File: config.mk
export PLATFORM = sky130hd
export DESIGN_NAME = arb_grant_buffer
export DESIGN_NICKNAME = d
export VERILOG_FILES = /design/src/rtl/arb_grant_buffer.sv
export SDC_FILE = /design/constraint.sdc
export NUM_CORES = 1
export LEC_CHECK = 0
export CAP_MARGIN = 0
export CORE_ASPECT_RATIO = 0.75
export CORE_MARGIN = 2
export CORE_UTILIZATION = 46
export CTS_BUF_LIST = sky130_fd_sc_hd__clkbuf_16
export DETAILED_ROUTE_END_ITERATION = 16
export GPL_TIMING_DRIVEN = 1
export PLACE_DENSITY = 0.82
export SETUP_SLACK_MARGIN = 0.4
export SLEW_MARGIN = 5
export SYNTH_ARGS = -nofsm -noshare
export SYNTH_HDL_FRONTEND = slang
export SYNTH_SLANG_ARGS = --single-unit
File: constraint.sdc
create_clock -name clk -period 2.2 [get_ports clk]
set_clock_uncertainty 0.15 [all_clocks]
set_input_delay 0.66 -clock clk [delete_from_list [all_inputs] [get_ports clk]]
set_output_delay 0.66 -clock clk [all_outputs]
set_load 0.02 [all_outputs]
File: src/rtl/arb_grant_buffer.sv
// arb_grant_buffer: captures one transaction per new one-hot arbiter grant,
// muxes the granted payload into a tagged FWFT FIFO drained by valid/ready.
// Optional per-source grant statistics are enabled by ARB_GRANT_BUF_STATS_EN.
module arb_grant_buffer #(
    parameter int DATA_W = 8,
    parameter int DEPTH  = 4
) (
    input  logic                     clk,
    input  logic                     resetn,
    input  logic [2:0]               g,
    input  logic [DATA_W-1:0]        d0,
    input  logic [DATA_W-1:0]        d1,
    input  logic [DATA_W-1:0]        d2,
    output logic                     out_valid,
    input  logic                     out_ready,
    output logic [DATA_W-1:0]        out_data,
    output logic [1:0]               out_src,
    output logic [$clog2(DEPTH):0]   count,
    output logic                     overflow,
    output logic                     grant_err
`ifdef ARB_GRANT_BUF_STATS_EN
    ,
    output logic [15:0]              gcnt0,
    output logic [15:0]              gcnt1,
    output logic [15:0]              gcnt2
`endif
);
    localparam int PTR_W = $clog2(DEPTH);
    localparam int CNT_W = PTR_W + 1;
    localparam logic [CNT_W-1:0] FULL_CNT = CNT_W'(DEPTH);

    logic [2:0]        r_g_q;
    logic [PTR_W-1:0]  r_wr_ptr;
    logic [PTR_W-1:0]  r_rd_ptr;
    logic [CNT_W-1:0]  r_count;
    logic              r_overflow;
    logic              r_grant_err;
    logic [DATA_W-1:0] r_mem_data [DEPTH];
    logic [1:0]        r_mem_src  [DEPTH];

    logic [2:0]        w_rise;
    logic              w_g_multi;
    logic              w_rise_onehot;
    logic              w_push_req;
    logic              w_pop;
    logic              w_push;
    logic [1:0]        w_idx;
    logic [DATA_W-1:0] w_din;

    // A grant that was already high last cycle is not a new transaction; an
    // illegal multi-bit grant never pushes even if exactly one bit just rose.
    assign w_rise        = g & ~r_g_q;
    assign w_g_multi     = (g & (g - 3'd1)) != 3'd0;
    assign w_rise_onehot = (w_rise != 3'd0) && ((w_rise & (w_rise - 3'd1)) == 3'd0);
    assign w_push_req    = w_rise_onehot && !w_g_multi;
    assign w_pop         = out_valid && out_ready;
    assign w_push        = w_push_req && ((r_count != FULL_CNT) || w_pop);

    // Select source index and payload of the newly granted requester
    always_comb begin
        w_idx = 2'd0;
        w_din = d0;
        if (w_rise[1]) begin
            w_idx = 2'd1;
            w_din = d1;
        end else if (w_rise[2]) begin
            w_idx = 2'd2;
            w_din = d2;
        end
    end

    // Control state: grant history, pointers, occupancy and sticky flags
    always_ff @(posedge clk) begin
        if (!resetn) begin
            r_g_q       <= 3'd0;
            r_wr_ptr    <= '0;
            r_rd_ptr    <= '0;
            r_count     <= '0;
            r_overflow  <= 1'b0;
            r_grant_err <= 1'b0;
        end else begin
            r_g_q <= g;
            if (w_push)
                r_wr_ptr <= r_wr_ptr + PTR_W'(1);
            if (w_pop)
                r_rd_ptr <= r_rd_ptr + PTR_W'(1);
            case ({w_push, w_pop})
                2'b10:   r_count <= r_count + CNT_W'(1);
                2'b01:   r_count <= r_count - CNT_W'(1);
                default: r_count <= r_count;
            endcase
            if (w_push_req && !w_push)
                r_overflow <= 1'b1;
            if (w_g_multi)
                r_grant_err <= 1'b1;
        end
    end

    // Entry storage; contents are don't-care until covered by the pointers
    always_ff @(posedge clk) begin
        if (w_push) begin
            r_mem_data[r_wr_ptr] <= w_din;
            r_mem_src[r_wr_ptr]  <= w_idx;
        end
    end

    // Head is shown only while an entry exists, so an empty FIFO reads zero
    assign out_valid = (r_count != '0);
    assign out_data  = out_valid ? r_mem_data[r_rd_ptr] : '0;
    assign out_src   = out_valid ? r_mem_src[r_rd_ptr]  : 2'd0;
    assign count     = r_count;
    assign overflow  = r_overflow;
    assign grant_err = r_grant_err;

`ifdef ARB_GRANT_BUF_STATS_EN
    logic [15:0] r_gcnt0;
    logic [15:0] r_gcnt1;
    logic [15:0] r_gcnt2;

    // Saturating count of accepted pushes per source
    always_ff @(posedge clk) begin
        if (!resetn) begin
            r_gcnt0 <= 16'd0;
            r_gcnt1 <= 16'd0;
            r_gcnt2 <= 16'd0;
        end else if (w_push) begin
            if (w_idx == 2'd0 && r_gcnt0 != 16'hFFFF) r_gcnt0 <= r_gcnt0 + 16'd1;
            if (w_idx == 2'd1 && r_gcnt1 != 16'hFFFF) r_gcnt1 <= r_gcnt1 + 16'd1;
            if (w_idx == 2'd2 && r_gcnt2 != 16'hFFFF) r_gcnt2 <= r_gcnt2 + 16'd1;
        end
    end

    assign gcnt0 = r_gcnt0;
    assign gcnt1 = r_gcnt1;
    assign gcnt2 = r_gcnt2;
`endif
endmodule

==> qor.json <==
{
  "outcome": "finished, violations left",
  "failed_checks": "negative setup slack",
  "clkTransAtPathRegs_ns": 0.07,
  "postSynthCellCount": 161,
  "power_density_mw_per_mm2": 1170,
  "peakVddDrop_uv": 658,
  "crit_path_top_delay_cell": "mux4_2",
  "timing_worst_setup_path_type": "flop to output pin",
  "timing.final.max_slew_violations": 0,
  "cellLeakagePower_nw": 1.40,
  "multi_input_comb_area_sq_mm": 0.00109,
  "cts-htree-levels": 2,
  "layout_setup_ws_ns": -0.264,
  "placed_cells": 279,
  "finish.net_count": 278,
  "clkPwrFrac_pct": 20.3,
  "final_layout_size_suffix_gt1_share_pct": 43.0,
  "final.min_clock_period_ns": 2.46,
  "first_pass_iters": 4,
  "routedLengthMet1_mm": 2.40,
  "areaGrowthSynthToFinish_pct": 55.9,
  "cts_buffer_count": 5,
  "comb_power_share_pct": 50.0,
  "dieArea_sq_mm": 0.00572,
  "remaining_drc_errors": 0,
  "timing.fmax_ghz": 0.406,
  "netSwitchingFraction_pct": 31.8,
  "min_path_type": "flop to flop",
  "critical-path-max-stage-delay_ns": 0.50,
  "grt_antenna_before_repair": 0,
  "cp_cell_sequence": "buf_6, buf_12, mux4_2, nor2b_1, buf_4",
  "worstReg2RegStart": "count[2]$_SDFFE_PN0P_",
  "cpLargestDelayFamily": "multiplexers",
  "stdcell_area_sq_mm": 0.00368,
  "number_of_buffers_inserted_by_hold_repair_at_cts": 0,
  "routed_wl_mm": 5.52,
  "placementRows": 22,
  "grt_pass1_vias": 1747,
  "synth-seq-cells": 54,
  "design.core.area_sq_mm": 0.00493,
  "hpwl_mm": 3.33,
  "number_of_antenna_cells_inserted": 0,
  "antenna_violating_nets_post_route": 0,
  "met3_layer_wire_length_in_the_routed_design_microns": 321,
  "cap_violations": 0,
  "post_synth_num_cell_types": 32,
  "detail_route.iter0.violations": 113,
  "termination_of_the_worst_setup_path": "out_src[0]",
  "p_int_w": 0.00293,
  "dr_total_vias": 1646,
  "initial_core_util_pct": 47.9,
  "wl_met2_mm": 2.75,
  "r2r_setup_slack_ns": 0.28,
  "timing.final.hold_violations": 0,
  "seq_power_share_pct": 29.7,
  "maximum_number_of_pins_on_one_net_before_global_route_repair": 18,
  "place_ws_ns": -0.635,
  "rsz0062_at_grt": "yes",
  "r2r_cells": 7,
  "final.hold.worst_slack_ns": 0.316,
  "worst_slew_pin_slew_ns": 0.505,
  "grt_first_pass_wirelength_mm": 8.67,
  "die_height_microns": 66.0,
  "cp_data_arrival_time_ns": 1.65,
  "critical_path.endpoint_type": "output pin",
  "numClockSinks": 54,
  "r2r-end": "count[2]$_SDFFE_PN0P_",
  "tritoncts": "built",
  "synthesis.area_per_instance_sq_um": 14.7,
  "ys_seq_area_share_pct": 62.8,
  "synth_top_flop_cell": "edfxtp_1",
  "timing.critical_path.depth": 5,
  "place_area_sq_mm": 0.00318,
  "fillerInstances": 294,
  "cts-root-buf": "clkbuf_16",
  "global_route.overflow_total": 0,
  "final-setup-viol-count": 10,
  "place.port_buffers": 45,
  "synth.cell_area_sq_mm": 0.00236,
  "cp_max_fo": 5,
  "worst_skew_pair.late_latency_ns": 0.28,
  "fin_crit_sh_pct": 112,
  "synthesized_netlist_net_count": 196,
  "die_x_microns": 86.7,
  "ys.warnings.count": 0,
  "wire_per_inst_microns": 18.2,
  "place.gp.congestion": 0.782,
  "number_of_i_o_pins": 46,
  "dr.max_layer_used": "met4",
  "layout.area.seq_sq_mm": 0.00149,
  "cts-root-to-sink-buffers": 2,
  "grtUsageTotal_pct": 20.7,
  "avgViaCountPerCell": 5.41,
  "synth_enable_flop_cells": 40,
  "switchingPower_w": 0.00137,
  "final-instance-count-excl-fill": 304,
  "slew_headroom_pct": 66.3,
  "start_kind": "flop",
  "critical_path_required_ns": 1.39,
  "worst-path-buf-inv": 3,
  "asyncSetResetFlopFracSynth_pct": 0
}
==> cell type report <==
type                       count  share of cell area, %
inverter                       5                  0.646
clock inverter                 3                   1.16
sequential                    54                   40.6
timing repair buffer          77                   22.6
tap                           60                   2.04
multi-input combinational    100                   29.6
clock buffer                   5                   3.40
==> flip-flops by register name, summed over array words and instances (netlist names), named ones only <==
name        cells
r_mem_data     32
r_mem_src       8
count           3
r_g_q           3
r_rd_ptr        2
r_wr_ptr        2
grant_err       1
overflow        1
==> power groups by stage <==
stage | clock network, W | logic (W) | registers [W]
finish | 0.000872 | 0.00215 | 0.00128
global route | 0.000929 | 0.00227 | 0.00128
CTS | 0.000887 | 0.00203 | 0.00126
detailed placement | 0 | 0.00163 | 0.00127
global placement | 0 | 0.00161 | 0.00126
floorplan | 0 | 0.000879 | 0.00133
==> worst min-delay path by stage <==
stage,cells past startpoint,startpoint,slack [ns],to
6_report,1,overflow$_SDFFE_PN0P_,0.32,overflow$_SDFFE_PN0P_
5_1_grt,1,grant_err$_SDFFE_PN0P_,0.34,grant_err$_SDFFE_PN0P_
4_1_cts,1,overflow$_SDFFE_PN0P_,0.32,overflow$_SDFFE_PN0P_
3_5_place_dp,1,overflow$_SDFFE_PN0P_,0.31,overflow$_SDFFE_PN0P_
3_3_place_gp,1,overflow$_SDFFE_PN0P_,0.30,overflow$_SDFFE_PN0P_
2_1_floorplan,2,r_rd_ptr[1]$_SDFFE_PN0P_,0.32,flop
==> layout by cell type (no fill, tap or decap), drive strengths merged, types with 3 or more instances in the layout <==
master / n
nand2: 12
edfxtp: 40
mux2i: 11
nor4b: 3
and2: 14
clkbuf: 5
nor2b: 14
mux4: 10
dfxtp: 14
ha: 4
buf: 50
inv: 5
clkdlybuf4s50: 24
o21ai: 9
==> cell families (layout without fill, tap and decap cells) <==
| group | count (synthesis) | count (layout) | synth area share, % |
|---|---|---|---|
| muxes | 21 | 21 | 14.2 |
| xor gates and xnor gates | 3 | 3 | 1.11 |
| and+or+nand+nor | 48 | 52 | 11.7 |
| adders and majority gates | 6 | 6 | 3.39 |
| DFF | 54 | 54 | 62.8 |
| buffers and inverters | 12 | 90 | 2.02 |
| AOI/OAI and AO/OA | 17 | 18 | 4.83 |
==> metal layers <==
metal | vias to the layer above | global-route usage [%]
met5 | - | 0
met4 | 0 | 6.05
met3 | 6 | 4.37
met2 | 53 | 35.2
met1 | 819 | 27.0
li1 | 768 | -
==> metrics by stage <==
step                      util (%)  TNS, ns  power [W]
after CTS                     72.8    -2.36    0.00418
final                         74.7    -2.24    0.00430
after floorplan                  -        0    0.00221
after global routing          74.7    -2.66    0.00448
after global placement        64.6   -34.48    0.00287
after detailed placement      64.6   -39.90    0.00290
==> cells in the mapped netlist, types with 2 or more instances <==
| library cell | count | area share [%] |
|---|---|---|
| edfxtp_1 | 40 | 51 |
| dfxtp_1 | 14 | 12 |
| nor2b_1 | 14 | 3.7 |
| nand2_1 | 12 | 1.9 |
| mux2i_1 | 11 | 4.7 |
| and2_1 | 10 | 2.7 |
| mux4_2 | 10 | 9.5 |
| o21ai_0 | 8 | 1.7 |
| clkbuf_1 | 5 | 0.80 |
| inv_1 | 5 | 0.80 |
| ha_1 | 4 | 2.1 |
| nor4b_1 | 3 | 1.1 |
| buf_2 | 2 | 0.42 |
| nand2b_1 | 2 | 0.53 |
| nor3_1 | 2 | 0.42 |
| o21a_1 | 2 | 0.64 |
| xnor2_1 | 2 | 0.74 |
==> worst register-to-register path, stage by stage (launching register included) <==
cell	delay (ns)
dfxtp_4	0.36
buf_6	0.13
o31ai_4	0.32
nor4_4	0.10
fa_2	0.36
nand3_2	0.07
a2bb2oi_2	0.15
mux2i_1	0.21
==> repair_timing <==
item,4_1_cts,5_1_grt
gates cloned,6,0
pin swaps,18,10
endpoints found under the hold margin,0,0
gates resized for setup,126,24
buffers inserted,9,2
endpoints found under the setup margin,105,89
Note: power is estimated with default switching activity, not from simulation.
